File: src/rtl/alu_b_mux_pkg.sv
// Shared constants for the ALU B-operand source select.
// Every 3-bit select value is a defined source.
package alu_b_mux_pkg;

  localparam int DATA_W = 16;

  typedef enum logic [2:0] {
    ALUB_SRCX_REG_B = 3'b000,
    ALUB_SRCX_U8    = 3'b001,
    ALUB_SRCX_S8    = 3'b010,
    ALUB_SRCX_U8H   = 3'b011,
    ALUB_SRCX_U4    = 3'b100,
    ALUB_SRCX_U4_0  = 3'b101,
    ALUB_SRCX_U6    = 3'b110,
    ALUB_SRCX_U6_0  = 3'b111
  } alub_srcx_e;

endpackage

File: src/rtl/alu_b_mux_imm_gen.sv
// Purely combinational B-operand builder: picks the register value or
// assembles an immediate from the instruction fields.
module alu_b_mux_imm_gen
  import alu_b_mux_pkg::*;
(
  input  logic [DATA_W-1:0] alub_din,
  input  logic [2:0]        alub_srcx,
  input  logic [3:0]        arga_x,
  input  logic [3:0]        argb_x,
  input  logic [1:0]        ldsincf,
  output logic [DATA_W-1:0] alub_next
);

  logic [7:0] imm8;
  logic [5:0] imm6;

  assign imm8 = {arga_x, argb_x};
  assign imm6 = {ldsincf, argb_x};

  always_comb begin
    alub_next = alub_din;
    case (alub_srcx)
      ALUB_SRCX_REG_B: alub_next = alub_din;
      ALUB_SRCX_U8:    alub_next = {8'h00, imm8};
      ALUB_SRCX_S8:    alub_next = {{8{imm8[7]}}, imm8};
      // High byte comes from the instruction, low byte passes through.
      ALUB_SRCX_U8H:   alub_next = {imm8, alub_din[7:0]};
      ALUB_SRCX_U4:    alub_next = {12'h000, argb_x};
      ALUB_SRCX_U4_0:  alub_next = {11'h000, argb_x, 1'b0};
      ALUB_SRCX_U6:    alub_next = {10'h000, imm6};
      ALUB_SRCX_U6_0:  alub_next = {9'h000, imm6, 1'b0};
    endcase
  end

endmodule

File: src/rtl/alu_b_mux.sv
// ALU B-operand select with a single registered output stage.
// Synchronous active-low reset clears the operand register.
module alu_b_mux
  import alu_b_mux_pkg::*;
(
  input  logic        CLK,
  input  logic        RESETN,
  input  logic [15:0] ALUB_DIN,
  input  logic [2:0]  ALUB_SRCX,
  input  logic [3:0]  ARGA_X,
  input  logic [3:0]  ARGB_X,
  input  logic [1:0]  LDSINCF,
  output logic [15:0] ALUB_DATA
);

  logic [DATA_W-1:0] alub_next;
  logic [DATA_W-1:0] alub_data_reg;

  alu_b_mux_imm_gen u_imm_gen (
    .alub_din  (ALUB_DIN),
    .alub_srcx (ALUB_SRCX),
    .arga_x    (ARGA_X),
    .argb_x    (ARGB_X),
    .ldsincf   (LDSINCF),
    .alub_next (alub_next)
  );

  always_ff @(posedge CLK) begin
    if (!RESETN) begin
      alub_data_reg <= '0;
    end else begin
      alub_data_reg <= alub_next;
    end
  end

  assign ALUB_DATA = alub_data_reg;

endmodule

File: config.mk
export PLATFORM = sky130hd
export DESIGN_NAME = alu_b_mux
export DESIGN_NICKNAME = d
export VERILOG_FILES = /design/src/rtl/alu_b_mux_pkg.sv /design/src/rtl/alu_b_mux_imm_gen.sv /design/src/rtl/alu_b_mux.sv
export SDC_FILE = /design/constraint.sdc
export NUM_CORES = 1
export LEC_CHECK = 0
export CORE_UTILIZATION = 44
export CTS_BUF_LIST = sky130_fd_sc_hd__clkbuf_4 sky130_fd_sc_hd__clkbuf_8
export DETAILED_ROUTE_END_ITERATION = 6
export PLACE_DENSITY = 0.87
export SLEW_MARGIN = 20
export SYNTH_ARGS = -nofsm -noshare
export SYNTH_HDL_FRONTEND = slang
export SYNTH_SLANG_ARGS = --single-unit
File: constraint.sdc
create_clock -name CLK -period 1.8 [get_ports CLK]
set_input_delay 0.36 -clock CLK [delete_from_list [all_inputs] [get_ports CLK]]
set_output_delay 0.36 -clock CLK [all_outputs]
set_load 0.02 [all_outputs]
# Yosys cells after proc, flatten, opt, wreduce, memory -nomap -nowiden
# Index checks and enable logic that the tools add are counted.
totals:
  reg_bits: 16
  latch_bits: 0
  ram_bits: 0
  rom_bits: 0
  word_cells: 10
  n_memories: 0
op_classes:
  addsub: 0
  n_mul: 0
  div: 0
  magnitude_cmp: 0
  n_eq_ne: 7
  shifts: 0
  muxes: 1
  bitwise: 0
  reduce_logical: 1
op_table:
  columns: ["cell", "n"]
  rows:
  - ["16-bit case mux with 8 select lines", 1]
  - ["3-bit equality test, second input constant", 4]
  - ["3-bit by 2-bit equality test with 1-bit output, second input constant", 2]
  - ["3-bit by 1-bit equality test with 1-bit output, second input constant", 1]
  - ["3-bit zero test", 1]

# Logic depth before layout (Yosys ltp)
# Gate-level depths: netlist of the first run.
depth:
  word_depth: 2
  ltp_mapped: 5
  ltp_nobuf: 3

# Hierarchy
# From an unflattened synthesis of the first run, not the netlist that was laid out.
hier_totals:
  cells_unflattened: 102
  area_unflattened_um2: 924.6
modules_own_cells:
  columns: ["mod", "n_inst", "cells_each", "area_per_inst_um2"]
  rows:
  - ["alu_b_mux_imm_gen", 1, 69, 478.0]
  - ["alu_b_mux", 1, 33, 446.7]

# Least setup slack after synthesis of the first run
# OpenSTA, ideal clock, no wires.
synth_timing:
  path_type: "input to register"
  from: "input port ALUB_SRCX[2]"
  to: "register alub_data_reg[3], in the netlist ALUB_DATA[3]"
  setup_time_ps: 115
  arrival_ps: 1109
  required_ps: 1685
  setup_slack_ps: 576
  stages: 5
  n_path_buf: 2
  cell_sequence: "buf_6 buf_6 o31ai_1 o311ai_0 and3_1"
synth_via:
  elab_chain_cells: 2
  elab_cells_between_ends: 9
  cone_classes: "eq/ne (7); mux (1); reduce/logical (1)"
synth_lines:
  columns: ["element", "line", "source"]
  rows:
  - ["start: declaration", "alu_b_mux.sv:9", "input logic [2:0] ALUB_SRCX,"]
  - ["3-bit equality test, or another cell as far along", "alu_b_mux_imm_gen.sv:22", "case (alub_srcx)"]
  - ["16-bit case mux with 8 select lines *", "alu_b_mux_imm_gen.sv:22", null]
  - ["end signal: assignment", "alu_b_mux.sv:32", "alub_data_reg <= alub_next;"]
  - ["end: declaration", "alu_b_mux.sv:17", "logic [DATA_W-1:0] alub_data_reg;"]
# Every way passes the cells marked *; elsewhere a longest branch is shown, timed or not.
# A chain may end at the register's enable or synchronous reset.

# Final worst setup path of the first run
layout_timing:
  from: "register alub_data_reg[12], in the netlist ALUB_DATA[12]"
  to: "output port ALUB_DATA[12]"
layout_rtl:
  columns: ["element", "line", "source"]
  rows:
  - ["end: declaration", "alu_b_mux.sv:13", "output logic [15:0] ALUB_DATA"]
# No word-level cell between the ends.

==> results.sh, run 1 <==
export IMPL_status="finished, final reports clean"
export IMPL_rsz0062_at_grt="no"
export IMPL_std_cell_rows=16
export IMPL_yosysMostFrequentCell="dfxtp_1"
export IMPL_ys_flop_type="dfxtp_1"
export IMPL_syn_to_final_growth_pct=54.9
export IMPL_hold_class="primary input to register"
export IMPL_grt_pass1_vias=900
export IMPL_cp_top_family="buffers and inverters"
export IMPL_dr_total_vias=1008
export IMPL_start_util_pct=46.9
export IMPL_tightestPinTransition_ns=0.432
export IMPL_ctsHoldBuffers=0
export IMPL_synth_cell_type_count=37
export IMPL_die_w_um=48.0
export IMPL_critical_path_max_stage_delay_ns=0.61
export IMPL_slew_headroom_pct=71.0
export IMPL_hold_violations=0
export IMPL_cts_buffers=3
export IMPL_routed_wl_mm=2.65
export IMPL_root_buffer="clkbuf_4"
export IMPL_yosys_top_cells_count="dfxtp_1 (16), o21ai_0 (11), nor2_1 (9), nand2_1 (8)"
export IMPL_dp_final_hpwl_mm=2.04
export IMPL_ir_drop_uv=356
export IMPL_cp_max_fo=1
export IMPL_ys_async_sr_fraction_pct=0
export IMPL_avgSynthCellArea_um2=8.61
export IMPL_synthTopCellsByArea="dfxtp_1 (34%), buf_6 (7.3%), mux2i_1 (6.5%), o21ai_0 (5.9%), nor2_1 (3.6%)"
export IMPL_fin_nets=188
export IMPL_arrival_ns=1.23
export IMPL_clkTransAtPathRegs_ns=0.09
export IMPL_p_per_area_nw_per_um2=590
export IMPL_post_drt_via_cell_ratio=5.54
export IMPL_cts_tree="built"
export IMPL_cts_sinks=16
export IMPL_port_buffers=46
export IMPL_design_die_area_um2=2300
export IMPL_layout_drive_gt1_share_pct=9.03
export IMPL_p_leak_nw=0.542
export IMPL_maxSlewViolCount=0
export IMPL_path_cells="clkdlybuf4s50_1"
export IMPL_core_um2=1980
export IMPL_synth_edf_count=0
export IMPL_critical_path_class="register to primary output"
export IMPL_yosysTopAreaCell="dfxtp_1"
export IMPL_syn_instance_count=108
export IMPL_worstSetupEndpointType="primary output"
export IMPL_post_dp_cell_area_um2=1420
export IMPL_grt_max_degree=29
export IMPL_drc=0
export IMPL_synth_area_um2=930
export IMPL_holdWs_ns=0.666
export IMPL_finalSetupViolCount=0
export IMPL_fin_area_um2=1440
export IMPL_grt_first_pass_wirelength_mm=3.83
export IMPL_largest_register_ffs=16
export IMPL_min_period_ns=1.59
export IMPL_cap_violations=0
export IMPL_grt_total_usage_pct=24.9
export IMPL_synth_seq_area_share_pct=34.5
export IMPL_cts_resized=0
export IMPL_clock_fmax_ghz=0.629
export IMPL_crit_path_top_delay_cell="clkdlybuf4s50_1"
export IMPL_synth_seq_cells=16
export IMPL_cts_setup_buffers=0
export IMPL_globalRouteOverflowTotal=0
export IMPL_syn_nets=139
export IMPL_pin_count=47
export IMPL_critical_path_n_buffers_inverters=1
export IMPL_place_gp_congestion=0.794
export IMPL_avgRoutedWirePerCell_um=14.6
export IMPL_die_h_um=48.0
export IMPL_required_ns=1.44
export IMPL_antenna_cells=0
export IMPL_yosys_warnings=0
export IMPL_cts_htree_levels=1
export IMPL_drtIter0Drc=27
export IMPL_antenna_found_initial=0
export IMPL_first_pass_iters=4
export IMPL_cts_buffer_depth=2
export IMPL_start_kind="register"
export IMPL_antenna_left=0
export IMPL_synth_top_area_share_pct=34.5
export IMPL_period_share_pct=88.3
metrics by stage:
stage / setup WS (ns) / power [mW] / TNS (ns) / utilization, % / instances
floorplan: 0.576 / 0.519 / 0 / - / 108
global placement: 0.00969 / 0.652 / 0 / 71.5 / 179
detailed placement: -0.0575 / 0.661 / -0.336 / 71.5 / 179
CTS: 0.201 / 0.852 / 0 / 72.7 / 182
global route: 0.161 / 0.891 / 0 / 72.7 / 182
finish: 0.211 / 0.850 / 0 / 72.7 / 182
metal layers:
metal  routed length, um  GRT usage (%)  vias up  part of all wire, %
met1                1070           29.7      466                   40
met4                  57           14.4        0                  2.1
met2                1340           41.1       50                   51
met5                   0              0        -                    0
met3                 186           5.28        6                  7.0
li1                    -              -      486                    -
area by class of cell:
type	instances	area, um2
Multi-Input combinational cell	82	522
Fill cell	155	542
Tap cell	27	33.8
Timing Repair Buffer	53	538
Inverter	1	3.75
Clock buffer	3	22.5
Sequential cell	16	320
layout by cell type (no fill, tap or decap), drive strengths merged:
master         count
and2               1
mux2i              6
o21bai             1
buf                7
or3                1
nand2              8
nor3b              4
a2bb2oi            1
o211ai             1
and4               1
nand3b             1
and3b              1
nand3              3
o31a               3
nor4bb             1
dfxtp             16
xor2               1
a22oi              1
nand2b             4
clkdlybuf4s50     46
nand4              1
o311ai             1
a31o               1
nor2              10
o2111a             1
a21oi              6
nor2b              2
and3               2
inv                1
clkbuf             3
o31ai              2
nor3               3
o21ai             14
worst paths after layout:
check | end | startpoint | slack (ns) | depth (start not counted)
setup / recovery | ALUB_DATA[12] | ALUB_DATA[12]$_SDFF_PN0_ | 0.21 | 1
hold / removal | ALUB_DATA[14]$_SDFF_PN0_ | ARGA_X[2] | 0.67 | 3
where the power goes:
group | leakage (nW) | switching (mW) | internal (mW) | total (mW)
clock | 0.0138 | 0.117 | 0.0778 | 0.195
combinational | 0.396 | 0.122 | 0.151 | 0.274
sequential | 0.132 | 0.00540 | 0.375 | 0.381
total | 0.542 | 0.245 | 0.605 | 0.850
kinds of logic (layout without fill, tap and decap cells):
kind of cell	Yosys count	count (layout)	share of synthesized area (%)
simple gates	43	43	26.2
compound gates	32	32	21.7
flops	16	16	34.5
xor+xnor	1	1	1.75
buf+inv	10	57	9.42
mux	6	6	6.46
No activity file was read; power rests on OpenSTA's default activity.
==> run 2, diff against run 1 <==
--- a/config.mk
+++ b/config.mk
@@ -9,6 +9,7 @@
 export CTS_BUF_LIST = sky130_fd_sc_hd__clkbuf_4 sky130_fd_sc_hd__clkbuf_8
 export DETAILED_ROUTE_END_ITERATION = 6
 export PLACE_DENSITY = 0.87
+export SKIP_CTS_REPAIR_TIMING = 1
 export SLEW_MARGIN = 20
 export SYNTH_ARGS = -nofsm -noshare
 export SYNTH_HDL_FRONTEND = slang
==> results of run 2 <==
Same layout as run 1: the final DEF is identical, and so are final timing and power.
